===== src/rtl/watch_mode_ctrl.sv =====
// Watch user-interface controller: button sync/edge detect, mode FSM, set pulses,
// stopwatch controls, SET timeout and blink. Auto-repeat is built only with WATCH_AUTOREPEAT_EN.
module watch_mode_ctrl #(
  parameter int unsigned REPEAT_DELAY  = 8,
  parameter int unsigned REPEAT_PERIOD = 2,
  parameter int unsigned TIMEOUT       = 64,
  parameter int unsigned BLINK_HALF    = 4
) (
  input  logic       Clk,
  input  logic       reset_n,
  input  logic       mode_btn,
  input  logic       set_btn,
  input  logic       up_btn,
  input  logic       down_btn,
  output logic [1:0] mode,
  output logic       clock_enable,
  output logic       min_inc,
  output logic       min_dec,
  output logic       hour_inc,
  output logic       hour_dec,
  output logic       sw_run,
  output logic       sw_clear,
  output logic       blink
);

  localparam int unsigned B_MODE = 0;
  localparam int unsigned B_SET  = 1;
  localparam int unsigned B_UP   = 2;
  localparam int unsigned B_DOWN = 3;
  localparam int unsigned IW = (TIMEOUT > 1) ? $clog2(TIMEOUT) : 1;
  localparam int unsigned BW = (BLINK_HALF > 1) ? $clog2(BLINK_HALF) : 1;

  typedef enum logic [1:0] {
    ST_TIME      = 2'b00,
    ST_SET_HOUR  = 2'b01,
    ST_SET_MIN   = 2'b10,
    ST_STOPWATCH = 2'b11
  } state_e;

  state_e          state_q, state_d;
  logic [3:0]      btn_raw;
  logic [3:0]      sync1_q, sync2_q, edge_q, press_q;
  logic            clk_en_q, clk_en_d;
  logic            min_inc_q, min_inc_d, min_dec_q, min_dec_d;
  logic            hour_inc_q, hour_inc_d, hour_dec_q, hour_dec_d;
  logic            sw_run_q, sw_run_d, sw_clear_q, sw_clear_d;
  logic            blink_q, blink_d;
  logic [BW-1:0]   blink_cnt_q, blink_cnt_d;
  logic [IW-1:0]   idle_q, idle_d;
  logic            p_mode, p_set, p_up, p_down;
  logic            in_set, rpt_up, rpt_down;
  logic            ev_up, ev_down;
  logic            set_next, entering, set_pulse;

  assign btn_raw = {down_btn, up_btn, set_btn, mode_btn};

  // Press strobe is registered so every button reaches its output three edges after first sampling.
  always_ff @(posedge Clk or negedge reset_n) begin
    if (!reset_n) begin
      sync1_q <= '0;
      sync2_q <= '0;
      edge_q  <= '0;
      press_q <= '0;
    end else begin
      sync1_q <= btn_raw;
      sync2_q <= sync1_q;
      edge_q  <= sync2_q;
      press_q <= sync2_q & ~edge_q;
    end
  end

  assign p_mode = press_q[B_MODE];
  assign p_set  = press_q[B_SET] & ~press_q[B_MODE];
  assign p_up   = press_q[B_UP] & ~press_q[B_MODE] & ~press_q[B_SET] & ~press_q[B_DOWN];
  assign p_down = press_q[B_DOWN] & ~press_q[B_MODE] & ~press_q[B_SET] & ~press_q[B_UP];
  assign in_set = (state_q == ST_SET_HOUR) || (state_q == ST_SET_MIN);

`ifdef WATCH_AUTOREPEAT_EN
  localparam int unsigned RPT_MAX = (REPEAT_DELAY > REPEAT_PERIOD) ? REPEAT_DELAY : REPEAT_PERIOD;
  localparam int unsigned RW = (RPT_MAX > 1) ? $clog2(RPT_MAX) : 1;

  logic          rpt_act_q, rpt_act_d, rpt_btn_q, rpt_btn_d, rpt_first_q, rpt_first_d;
  logic [RW-1:0] rpt_cnt_q, rpt_cnt_d, rpt_thr;
  logic          rpt_held, rpt_fire;

  assign rpt_held = rpt_btn_q ? sync2_q[B_DOWN] : sync2_q[B_UP];
  assign rpt_thr  = rpt_first_q ? RW'(REPEAT_DELAY - 1) : RW'(REPEAT_PERIOD - 1);
  assign rpt_fire = rpt_act_q & rpt_held & ~(|press_q) & in_set & (rpt_cnt_q == rpt_thr);
  assign rpt_up   = rpt_fire & ~rpt_btn_q;
  assign rpt_down = rpt_fire & rpt_btn_q;

  always_comb begin
    rpt_act_d   = rpt_act_q;
    rpt_btn_d   = rpt_btn_q;
    rpt_first_d = rpt_first_q;
    rpt_cnt_d   = rpt_cnt_q;
    if (in_set && (p_up || p_down)) begin
      rpt_act_d   = 1'b1;
      rpt_btn_d   = p_down;
      rpt_first_d = 1'b1;
      rpt_cnt_d   = '0;
    end else if (!rpt_act_q || (|press_q) || !rpt_held || (state_d != state_q)) begin
      rpt_act_d   = 1'b0;
      rpt_first_d = 1'b0;
      rpt_cnt_d   = '0;
    end else if (rpt_fire) begin
      rpt_first_d = 1'b0;
      rpt_cnt_d   = '0;
    end else begin
      rpt_cnt_d   = rpt_cnt_q + RW'(1);
    end
  end

  always_ff @(posedge Clk or negedge reset_n) begin
    if (!reset_n) begin
      rpt_act_q   <= 1'b0;
      rpt_btn_q   <= 1'b0;
      rpt_first_q <= 1'b0;
      rpt_cnt_q   <= '0;
    end else begin
      rpt_act_q   <= rpt_act_d;
      rpt_btn_q   <= rpt_btn_d;
      rpt_first_q <= rpt_first_d;
      rpt_cnt_q   <= rpt_cnt_d;
    end
  end
`else
  // Repeat timing has no effect when auto-repeat is compiled out.
  assign rpt_up   = 1'b0 & (REPEAT_DELAY != 0);
  assign rpt_down = 1'b0 & (REPEAT_PERIOD != 0);
`endif

  assign ev_up   = in_set & (p_up | rpt_up);
  assign ev_down = in_set & (p_down | rpt_down);

  always_comb begin
    state_d    = state_q;
    sw_run_d   = sw_run_q;
    min_inc_d  = 1'b0;
    min_dec_d  = 1'b0;
    hour_inc_d = 1'b0;
    hour_dec_d = 1'b0;
    sw_clear_d = 1'b0;
    case (state_q)
      ST_TIME: begin
        if (p_mode)     state_d = ST_STOPWATCH;
        else if (p_set) state_d = ST_SET_HOUR;
      end
      ST_SET_HOUR: begin
        if (p_mode)                            state_d    = ST_TIME;
        else if (p_set)                        state_d    = ST_SET_MIN;
        else if (ev_up)                        hour_inc_d = 1'b1;
        else if (ev_down)                      hour_dec_d = 1'b1;
        else if (idle_q == IW'(TIMEOUT - 1))   state_d    = ST_TIME;
      end
      ST_SET_MIN: begin
        if (p_mode)                            state_d   = ST_TIME;
        else if (p_set)                        state_d   = ST_TIME;
        else if (ev_up)                        min_inc_d = 1'b1;
        else if (ev_down)                      min_dec_d = 1'b1;
        else if (idle_q == IW'(TIMEOUT - 1))   state_d   = ST_TIME;
      end
      ST_STOPWATCH: begin
        if (p_mode)                    state_d    = ST_TIME;
        else if (p_set)                sw_run_d   = ~sw_run_q;
        else if (p_down && !sw_run_q)  sw_clear_d = 1'b1;
      end
      default: state_d = ST_TIME;
    endcase

    clk_en_d  = (state_d != ST_STOPWATCH);
    set_next  = (state_d == ST_SET_HOUR) || (state_d == ST_SET_MIN);
    entering  = set_next && (state_d != state_q);
    set_pulse = min_inc_d | min_dec_d | hour_inc_d | hour_dec_d;

    idle_d      = '0;
    blink_d     = 1'b0;
    blink_cnt_d = '0;
    if (set_next) begin
      if (entering || set_pulse) begin
        blink_d = 1'b1;
      end else begin
        idle_d = idle_q + IW'(1);
        if (blink_cnt_q == BW'(BLINK_HALF - 1)) begin
          blink_d = ~blink_q;
        end else begin
          blink_d     = blink_q;
          blink_cnt_d = blink_cnt_q + BW'(1);
        end
      end
    end
  end

  always_ff @(posedge Clk or negedge reset_n) begin
    if (!reset_n) begin
      state_q     <= ST_TIME;
      clk_en_q    <= 1'b1;
      min_inc_q   <= 1'b0;
      min_dec_q   <= 1'b0;
      hour_inc_q  <= 1'b0;
      hour_dec_q  <= 1'b0;
      sw_run_q    <= 1'b0;
      sw_clear_q  <= 1'b0;
      blink_q     <= 1'b0;
      blink_cnt_q <= '0;
      idle_q      <= '0;
    end else begin
      state_q     <= state_d;
      clk_en_q    <= clk_en_d;
      min_inc_q   <= min_inc_d;
      min_dec_q   <= min_dec_d;
      hour_inc_q  <= hour_inc_d;
      hour_dec_q  <= hour_dec_d;
      sw_run_q    <= sw_run_d;
      sw_clear_q  <= sw_clear_d;
      blink_q     <= blink_d;
      blink_cnt_q <= blink_cnt_d;
      idle_q      <= idle_d;
    end
  end

  assign mode         = state_q;
  assign clock_enable = clk_en_q;
  assign min_inc      = min_inc_q;
  assign min_dec      = min_dec_q;
  assign hour_inc     = hour_inc_q;
  assign hour_dec     = hour_dec_q;
  assign sw_run       = sw_run_q;
  assign sw_clear     = sw_clear_q;
  assign blink        = blink_q;

endmodule


===== config.mk =====
export PLATFORM = sky130hd
export DESIGN_NAME = watch_mode_ctrl
export DESIGN_NICKNAME = d
export VERILOG_FILES = /design/src/rtl/watch_mode_ctrl.sv
export SDC_FILE = /design/constraint.sdc
export NUM_CORES = 1
export LEC_CHECK = 0
export ABC_AREA = 1
export ABC_CLOCK_PERIOD_IN_PS = 2550
export BUFFER_PORTS_ARGS = -buffer_cell sky130_fd_sc_hd__buf_2
export CORE_ASPECT_RATIO = 1.2
export CORE_MARGIN = 5
export CORE_UTILIZATION = 55
export CTS_CLUSTER_SIZE = 16
export DETAILED_ROUTE_END_ITERATION = 8
export GPL_ROUTABILITY_DRIVEN = 1
export PLACE_DENSITY = 0.82
export SLEW_MARGIN = 10
export SYNTH_ARGS = -nofsm -noshare
export SYNTH_HDL_FRONTEND = slang
export SYNTH_SLANG_ARGS = --single-unit

===== constraint.sdc =====
create_clock -name Clk -period 2.55 [get_ports Clk]
set_clock_uncertainty 0.05 [all_clocks]
set_input_delay 0 -clock Clk [delete_from_list [all_inputs] [get_ports Clk]]
set_output_delay 0 -clock Clk [all_outputs]
set_load 0.1 [all_outputs]

==> key figures, run 1 <==
Clock network
  • TritonCTS Buffers: 5
  • Clock tree from TritonCTS: yes
  • Post-CTS Hold Buffers: 5
  • Sinks on Clock Net: 34
  • Root Buffer Master: sky130_fd_sc_hd__clkbuf_4
  • Clock latency on the worst-skew pair: 0.32 ns
  • Clock slew at reported path FFs: 0.10 ns
  • CTS H-tree lvls: 2
  • Gates resized, CTS repair: 0
  • Number of buffers added for setup after CTS: 0
  • Worst-case clock buffer depth: 2

Place
  • # port buffers: 15
  • RePlAce Congestion: 0.7767
  • Post-detail-place hpwl: 1.633 mm

Min path
  • Classification of the worst-slack hold path: input port to asynchronous set/reset pin

Synth
  • Netlist area before placement: 1398 sq um
  • Most common flop cell mapped by yosys: sky130_fd_sc_hd__dfrtp_1
  • Cell taking the most area after synthesis: sky130_fd_sc_hd__dfrtp_1
  • Ranking of synthesized cells by area: sky130_fd_sc_hd__dfrtp_1 (59%), sky130_fd_sc_hd__inv_1 (6.4%), sky130_fd_sc_hd__nor2_1 (6.4%)
  • Sequential cell area fraction in the yosys report: 0.6097
  • Unique masters post-synth: 19
  • Synthesized area per cell: 10.59 sq um
  • Count of mapped cells out of synthesis: 132
  • Syn nets: 145
  • Most instantiated library cell after synthesis: sky130_fd_sc_hd__dfrtp_1
  • Top cell type's share of synthesized area: 0.5909
  • Synth Warn #: 0
  • Share of flip-flops with an asynchronous set or reset: 1.000
  • Number of register bits inferred by synthesis: 34
  • Post-synth EDFFs: 0
  • Post-synth top cells: sky130_fd_sc_hd__dfrtp_1 (33), sky130_fd_sc_hd__inv_1 (24), sky130_fd_sc_hd__nor2_1 (24), sky130_fd_sc_hd__nand2_1 (19), sky130_fd_sc_hd__ha_1 (7)

Power and ir drop
  • Worst supply voltage drop on vdd: 584.7 uV
  • Fraction of power spent switching nets: 0.4730
  • Cell internal pwr: 0.0009624 W
  • Sequential share of power: 0.361
  • Static Leakage: 0.8471 nW
  • Areal power density over the cells: 1124 nW/um^2
  • Sw Pwr: 0.0008638 W
  • Clock share of power: 0.161
  • Power after layout: 0.001826 W
  • Gate power share: 0.478

Route
  • Number of nets with antenna violations after detailed routing: 0
  • Overall via count from detail_route: 909
  • Per-cell via count in the routed design: 4.710
  • Drt wl/cell: 11.42 um
  • Routed WL: 2.205 mm
  • Remaining DRCs: 0
  • Starting DRT DRC Count: 10
  • First-pass iteration count of the detailed router: 4

Die
  • Initial core utilization: 0.5641
  • Die height: 65.22 um
  • Area of the die: 3653 sq um
  • Ports: 16
  • Core Area: 2477 sq um
  • Die Wd: 56.02 um
  • # rows: 20

STA
  • Number of max-slew violations in the final report: 0
  • Max Clk Rate: 426.4 MHz
  • Final sum of negative setup slack: 0 ns
  • Final hold vios: 0
  • Count of final setup violators: 0
  • Worst relative slew slack: 0.5287
  • Final period util: 0.9197
  • Pin slew with the least headroom to its limit: 0.7070 ns
  • RSZ-0062 raised after global routing: false
  • Post-Route Hold Slack: 0.2028 ns
  • Shortest period the worst path allows: 2.345 ns

Finish
  • Synth-to-layout area growth: 16.29%
  • Antenna diode instance count: 0
  • Nets: 172
  • Layout cells sized above 1: 0.2125

Global route
  • Overall routing resource usage: 0.1447
  • Initial antenna violation count: 0
  • Total congestion overflow after global routing: 0
  • Via count of the first global-routing pass: 922
  • Pin count of the biggest net entering global routing: 35
  • Global-route wire length before repair: 4.008 mm

Critical path
  • Data arrival time of the critical path: 2.53 ns
  • Worst EP required: 2.74 ns
  • Type of the worst setup path: register to register
  • Critical path peak fanout: 8
  • Kind of launch point of the worst setup path: register
  • Sort of element at the end of the critical path: register

Flow run
  • Max_cap viols: 0

Run status
  • Result of the run: finished clean
## routing by layer
metal | vias up | track usage | share of wire | routed length, um
li1 | 456 | - | - | -
met1 | 426 | 0.1532 | 0.39 | 859
met2 | 22 | 0.2544 | 0.53 | 1176
met3 | 5 | 0.05108 | 0.061 | 134
met4 | 0 | 0.07122 | 0.015 | 34
met5 | - | 0 | 0 | 0
## cell type report
| cell class | instances | area (sq um) |
|---|---|---|
| fillers | 194 | 852.1 |
| well taps | 33 | 41.29 |
| flip-flops and latches | 34 | 854.6 |
| clock buffers | 8 | 58.81 |
| repair buffers | 20 | 125.1 |
| inverters | 24 | 90.09 |
| multi-input cells | 74 | 455.4 |
## sequential cells by signal, indices dropped and copies added, names as in the netlist
name,flops
blink,1
blink_cnt_q,2
clock_enable,1
edge_q,4
hour_dec,1
hour_inc,1
idle_q,6
min_dec,1
min_inc,1
mode,2
press_q,4
sw_clear,1
sw_run,1
sync1_q,4
sync2_q,4
## critical path, cell delays in order, from the launching register on
cell and delay, ns:
sky130_fd_sc_hd__dfrtp_2 0.45, sky130_fd_sc_hd__inv_1 0.16, sky130_fd_sc_hd__ha_1 0.28, sky130_fd_sc_hd__nand2_1 0.08
sky130_fd_sc_hd__inv_1 0.04, sky130_fd_sc_hd__nand3_2 0.07, sky130_fd_sc_hd__nand3_2 0.08, sky130_fd_sc_hd__nand2_1 0.06
sky130_fd_sc_hd__nand2_1 0.04, sky130_fd_sc_hd__nand2_1 0.06, sky130_fd_sc_hd__nand2_1 0.06, sky130_fd_sc_hd__nand2_1 0.10
sky130_fd_sc_hd__inv_1 0.08, sky130_fd_sc_hd__ha_1 0.34, sky130_fd_sc_hd__nand4_4 0.18, sky130_fd_sc_hd__nor3_2 0.15
## stage by stage
step | utilization | cell area, sq um | setup slack (ns) | instances
2_1_floorplan | - | 1400 | 0.05737 | 132
3_3_place_gp | 0.6121 | 1516 | 0.3188 | 180
3_5_place_dp | 0.6121 | 1516 | 0.2432 | 180
4_1_cts | 0.6561 | 1625 | 0.2141 | 193
5_1_grt | 0.6561 | 1625 | 0.04616 | 193
6_report | 0.6561 | 1625 | 0.2046 | 193
## logic make-up (layout without fill, tap and decap cells)
logic type	count (synthesis)	count (layout)	share of synthesized area
xor+xnor	5	5	0.03134
fa+ha+maj	7	7	0.06266
buf+inv	24	52	0.06446
simple gates	58	58	0.2131
compound gates	4	4	0.01880
flops	34	34	0.6097
## layout by cell type, fill, tap and decap left out, drive strengths merged, types with 2 or more instances in the layout
cell and instances:
buf 15, clkbuf 8, dfrtp 33, dlygate4sd3 5
ha 7, inv 24, nand2 21, nand3 8
nor2 25, nor3 2, xnor2 2, xor2 3
## final timing paths
check                      startpoint              to  slack (ns)  cells after the start
min in group Clk             down_btn      sync1_q[3]        0.26                      2
min reg2reg                sync1_q[1]      sync2_q[1]        0.31                      0
max                           mode[0]  blink_cnt_q[0]        0.20                     15
max in group asynchronous     reset_n         mode[0]        1.74                      2
max reg2reg                   mode[0]  blink_cnt_q[0]        0.20                     15
min                           reset_n        sw_clear        0.20                      2
## power groups by stage
stage | combinational [W] | sequential, W | clock, W
after floorplan | 0.000424 | 0.000957 | 0
after CTS | 0.000876 | 0.000661 | 0.000310
after global placement | 0.000844 | 0.000666 | 0
after detailed placement | 0.000865 | 0.000672 | 0
final | 0.000873 | 0.000660 | 0.000294
after global routing | 0.000937 | 0.000673 | 0.000332
Power figures use the tool's default switching activity.
==> run 2, diff against run 1 <==
ABC_CLOCK_PERIOD_IN_PS = 2640   (was 2550)
clock period = 2.64 ns   (was 2.55 ns; I/O delays follow)
==> run 2 against run 1 <==
Against the previous run: final cell count did not move; via count rose by 5.3%; first-iteration DRC count rose to 2.6 times the previous value; power rose by 7.2%; combinational power fell by 2.5%; die area did not move; sequential share of layout area fell by 1.5 points; routed wire length rose by 5.6%; sequential power fell by 3.3%; largest cell class unchanged; highest routed layer unchanged.
==> key figures, run 2 (synthesized netlist as in run 1, its figures left out) <==
Finish
  • Area of all placed cells without fillers: 1673 sq um (+2.9%)
  • Synth-to-layout area growth: 19.70%
  • Most frequent cells in the layout: sky130_fd_sc_hd__dfrtp_1 (31), sky130_fd_sc_hd__inv_1 (24), sky130_fd_sc_hd__nor2_1 (24)
  • Antenna diode instance count: 0 (unchanged)
  • Most flop-heavy register: idle_q
  • Layout cells sized above 1: 0.2250 (+0.01250)
  • Largest register FFs: 6 (unchanged)
  • Commonest non-fill, non-tap cell in the layout: sky130_fd_sc_hd__dfrtp_1
  • Nets: 172 (unchanged)

Power and ir drop
  • Gate power share: 0.435 (-0.043)
  • Areal power density over the cells: 1170 nW/um^2 (+4.2%)
  • Cell internal pwr: 0.001094 W (+14%)
  • Static Leakage: 0.8700 nW (+2.7%)
  • Worst supply voltage drop on vdd: 738.1 uV (+26%)
  • Sequential share of power: 0.326 (-0.035)
  • Clock share of power: 0.239 (+0.078)
  • Fraction of power spent switching nets: 0.4410 (-0.03203)
  • Sw Pwr: 0.0008632 W (about the same)

Global route
  • Via count of the first global-routing pass: 1,012 (+9.8%)
  • Global-route wire length before repair: 4.202 mm (+4.8%)
  • Pin count of the biggest net entering global routing: 35 (unchanged)
  • Total congestion overflow after global routing: 0 (unchanged)
  • Initial antenna violation count: 0 (unchanged)
  • Overall routing resource usage: 0.1541 (+0.009413)

Die
  • Die height: 65.22 um (unchanged)
  • Ports: 16 (unchanged)
  • # rows: 20 (unchanged)
  • Initial core utilization: 0.5641 (unchanged)
  • Die Wd: 56.02 um (unchanged)
  • Area of the die: 3653 sq um (unchanged)
  • Core Area: 2477 sq um (unchanged)

Critical path
  • Data arrival time of the critical path: 2.64 ns (+0.11 ns)
  • Delay of the slowest cell on the worst path: 0.46 ns (about the same)
  • CP dominant cell by count: sky130_fd_sc_hd__nand2_1
  • Cell Chain, Critical Path: inv_1, ha_1, nand2_1, inv_1, nand3_2, nand3_2, nand2_1, nand2_1, nand2_1, nand2_1, nand2_1, inv_1, ha_1, nand4_4, nor2_1
  • Kind of launch point of the worst setup path: register
  • Critical path peak fanout: 8 (unchanged)
  • Type of the worst setup path: register to register
  • Cell with the biggest individual delay on the critical path: sky130_fd_sc_hd__dfrtp_2
  • Startpoint of the worst register-to-register path: mode[1]
  • Worst EP required: 2.84 ns (+0.10 ns)
  • Buffers plus inverters on the worst setup path: 3 (unchanged)
  • Sort of element at the end of the critical path: register
  • Critical Path Source: mode[1]
  • Crit path max-delay family: simple AND/OR/NAND/NOR gates

Clock network
  • Clock slew at reported path FFs: 0.11 ns (about the same)
  • Number of buffers added for setup after CTS: 0 (unchanged)
  • TritonCTS Buffers: 5 (unchanged)
  • Clock latency on the worst-skew pair: 0.33 ns (about the same)
  • CTS H-tree lvls: 2 (unchanged)
  • Worst-case clock buffer depth: 2 (unchanged)
  • Root Buffer Master: sky130_fd_sc_hd__clkbuf_4
  • Clock tree from TritonCTS: yes
  • Sinks on Clock Net: 34 (unchanged)
  • Gates resized, CTS repair: 0 (unchanged)

Route
  • First-pass iteration count of the detailed router: 4 (unchanged)
  • Per-cell via count in the routed design: 4.959 (+5.3%)
  • Routed WL: 2.329 mm (+5.6%)
  • Remaining DRCs: 0 (unchanged)
  • Drt wl/cell: 12.07 um (+5.6%)
  • Overall via count from detail_route: 957 (+5.3%)
  • Starting DRT DRC Count: 26 (+16)
  • Number of nets with antenna violations after detailed routing: 0 (unchanged)

STA
  • Number of max-slew violations in the final report: 0 (unchanged)
  • Pin slew with the least headroom to its limit: 0.7145 ns (+0.007492 ns)
  • Max Clk Rate: 409.7 MHz (-3.9%)
  • Count of final setup violators: 0 (unchanged)
  • Worst relative slew slack: 0.5237 (-0.004995)
  • Final hold vios: 0 (unchanged)
  • Shortest period the worst path allows: 2.441 ns (+0.09553 ns)
  • Post-Route Hold Slack: 0.1863 ns (-0.01646 ns)
  • RSZ-0062 raised after global routing: false
  • Final sum of negative setup slack: 0 ns (unchanged)
  • Final period util: 0.9246 (+0.004829)

Place
  • Post-placement cell area: 1516 sq um (unchanged)
  • RePlAce Congestion: 0.8466 (+9.0%)
  • # port buffers: 15 (unchanged)
  • Post-detail-place hpwl: 1.716 mm (+5.1%)

Flow run
  • Max_cap viols: 0 (unchanged)

Min path
  • Classification of the worst-slack hold path: input port to asynchronous set/reset pin

Run status
  • Result of the run: finished clean
[run 2: cell count changes in the layout (fill, tap and decap cells not counted)]
cell / delta
sky130_fd_sc_hd__bufinv_16: +2
sky130_fd_sc_hd__clkbuf_1: -2
sky130_fd_sc_hd__clkbuf_8: -1
sky130_fd_sc_hd__clkinv_4: +1
[run 2: power groups by stage]
stage               logic, W  clock network, W  registers [W]
floorplan           0.000409                 0       0.000924
global placement    0.000810                 0       0.000645
detailed placement  0.000843                 0       0.000650
CTS                 0.000853          0.000484       0.000639
global route        0.000918          0.000507       0.000650
finish              0.000851          0.000468       0.000638
[run 2: layer usage]
metal  track usage  vias to the layer above  share of wire
met2        0.2792                       37           0.54
met3       0.06876                       10          0.064
met4       0.09199                        0          0.024
li1              -                      455              -
met1        0.1394                      455           0.37
met5             0                        -              0
[run 2: worst paths after layout]
| check | to | slack [ns] | cells past startpoint |
|---|---|---|---|
| max | idle_q[1] | 0.20 | 15 |
| min | sw_clear | 0.19 | 2 |
| min reg2reg | sync2_q[2] | 0.31 | 0 |
| min in group Clk | sync1_q[0] | 0.25 | 2 |
| max reg2reg | idle_q[1] | 0.20 | 15 |
| max in group asynchronous | mode[0] | 1.85 | 2 |
[run 2: cell type report]
class,count,area (sq um)
repair buffers,20,125.1
clock inverters,3,68.82
clock buffers,5,37.54
well taps,33,41.29
inverters,24,90.09
fillers,175,804.5
multi-input cells,74,455.4
flip-flops and latches,34,854.6
[run 2: what timing repair did]
action,in CTS,in global routing
setup endpoints to repair,0,0
endpoints found under the hold margin,37,0
hold buffers,5,0
[run 2: worst reg2reg max path: stages (launching register included)]
cell and delay (ns):
sky130_fd_sc_hd__dfrtp_2 0.46, sky130_fd_sc_hd__inv_1 0.17, sky130_fd_sc_hd__ha_1 0.29, sky130_fd_sc_hd__nand2_1 0.08, sky130_fd_sc_hd__inv_1 0.04, sky130_fd_sc_hd__nand3_2 0.08
sky130_fd_sc_hd__nand3_2 0.09, sky130_fd_sc_hd__nand2_1 0.07, sky130_fd_sc_hd__nand2_1 0.05, sky130_fd_sc_hd__nand2_1 0.06, sky130_fd_sc_hd__nand2_1 0.06, sky130_fd_sc_hd__nand2_1 0.10
sky130_fd_sc_hd__inv_1 0.07, sky130_fd_sc_hd__ha_1 0.33, sky130_fd_sc_hd__nand4_4 0.17, sky130_fd_sc_hd__nor2_1 0.17
[run 2: metrics by stage]
step                      power [W]  setup WS, ns  utilization  std cells
final                      0.001958        0.1991       0.6753        193
after detailed placement   0.001493        0.2575       0.6121        180
after global routing       0.002075       0.03073       0.6753        193
after global placement     0.001455        0.4186       0.6121        180
after floorplan            0.001333        0.1474            -        132
after CTS                  0.001976        0.2081       0.6753        193
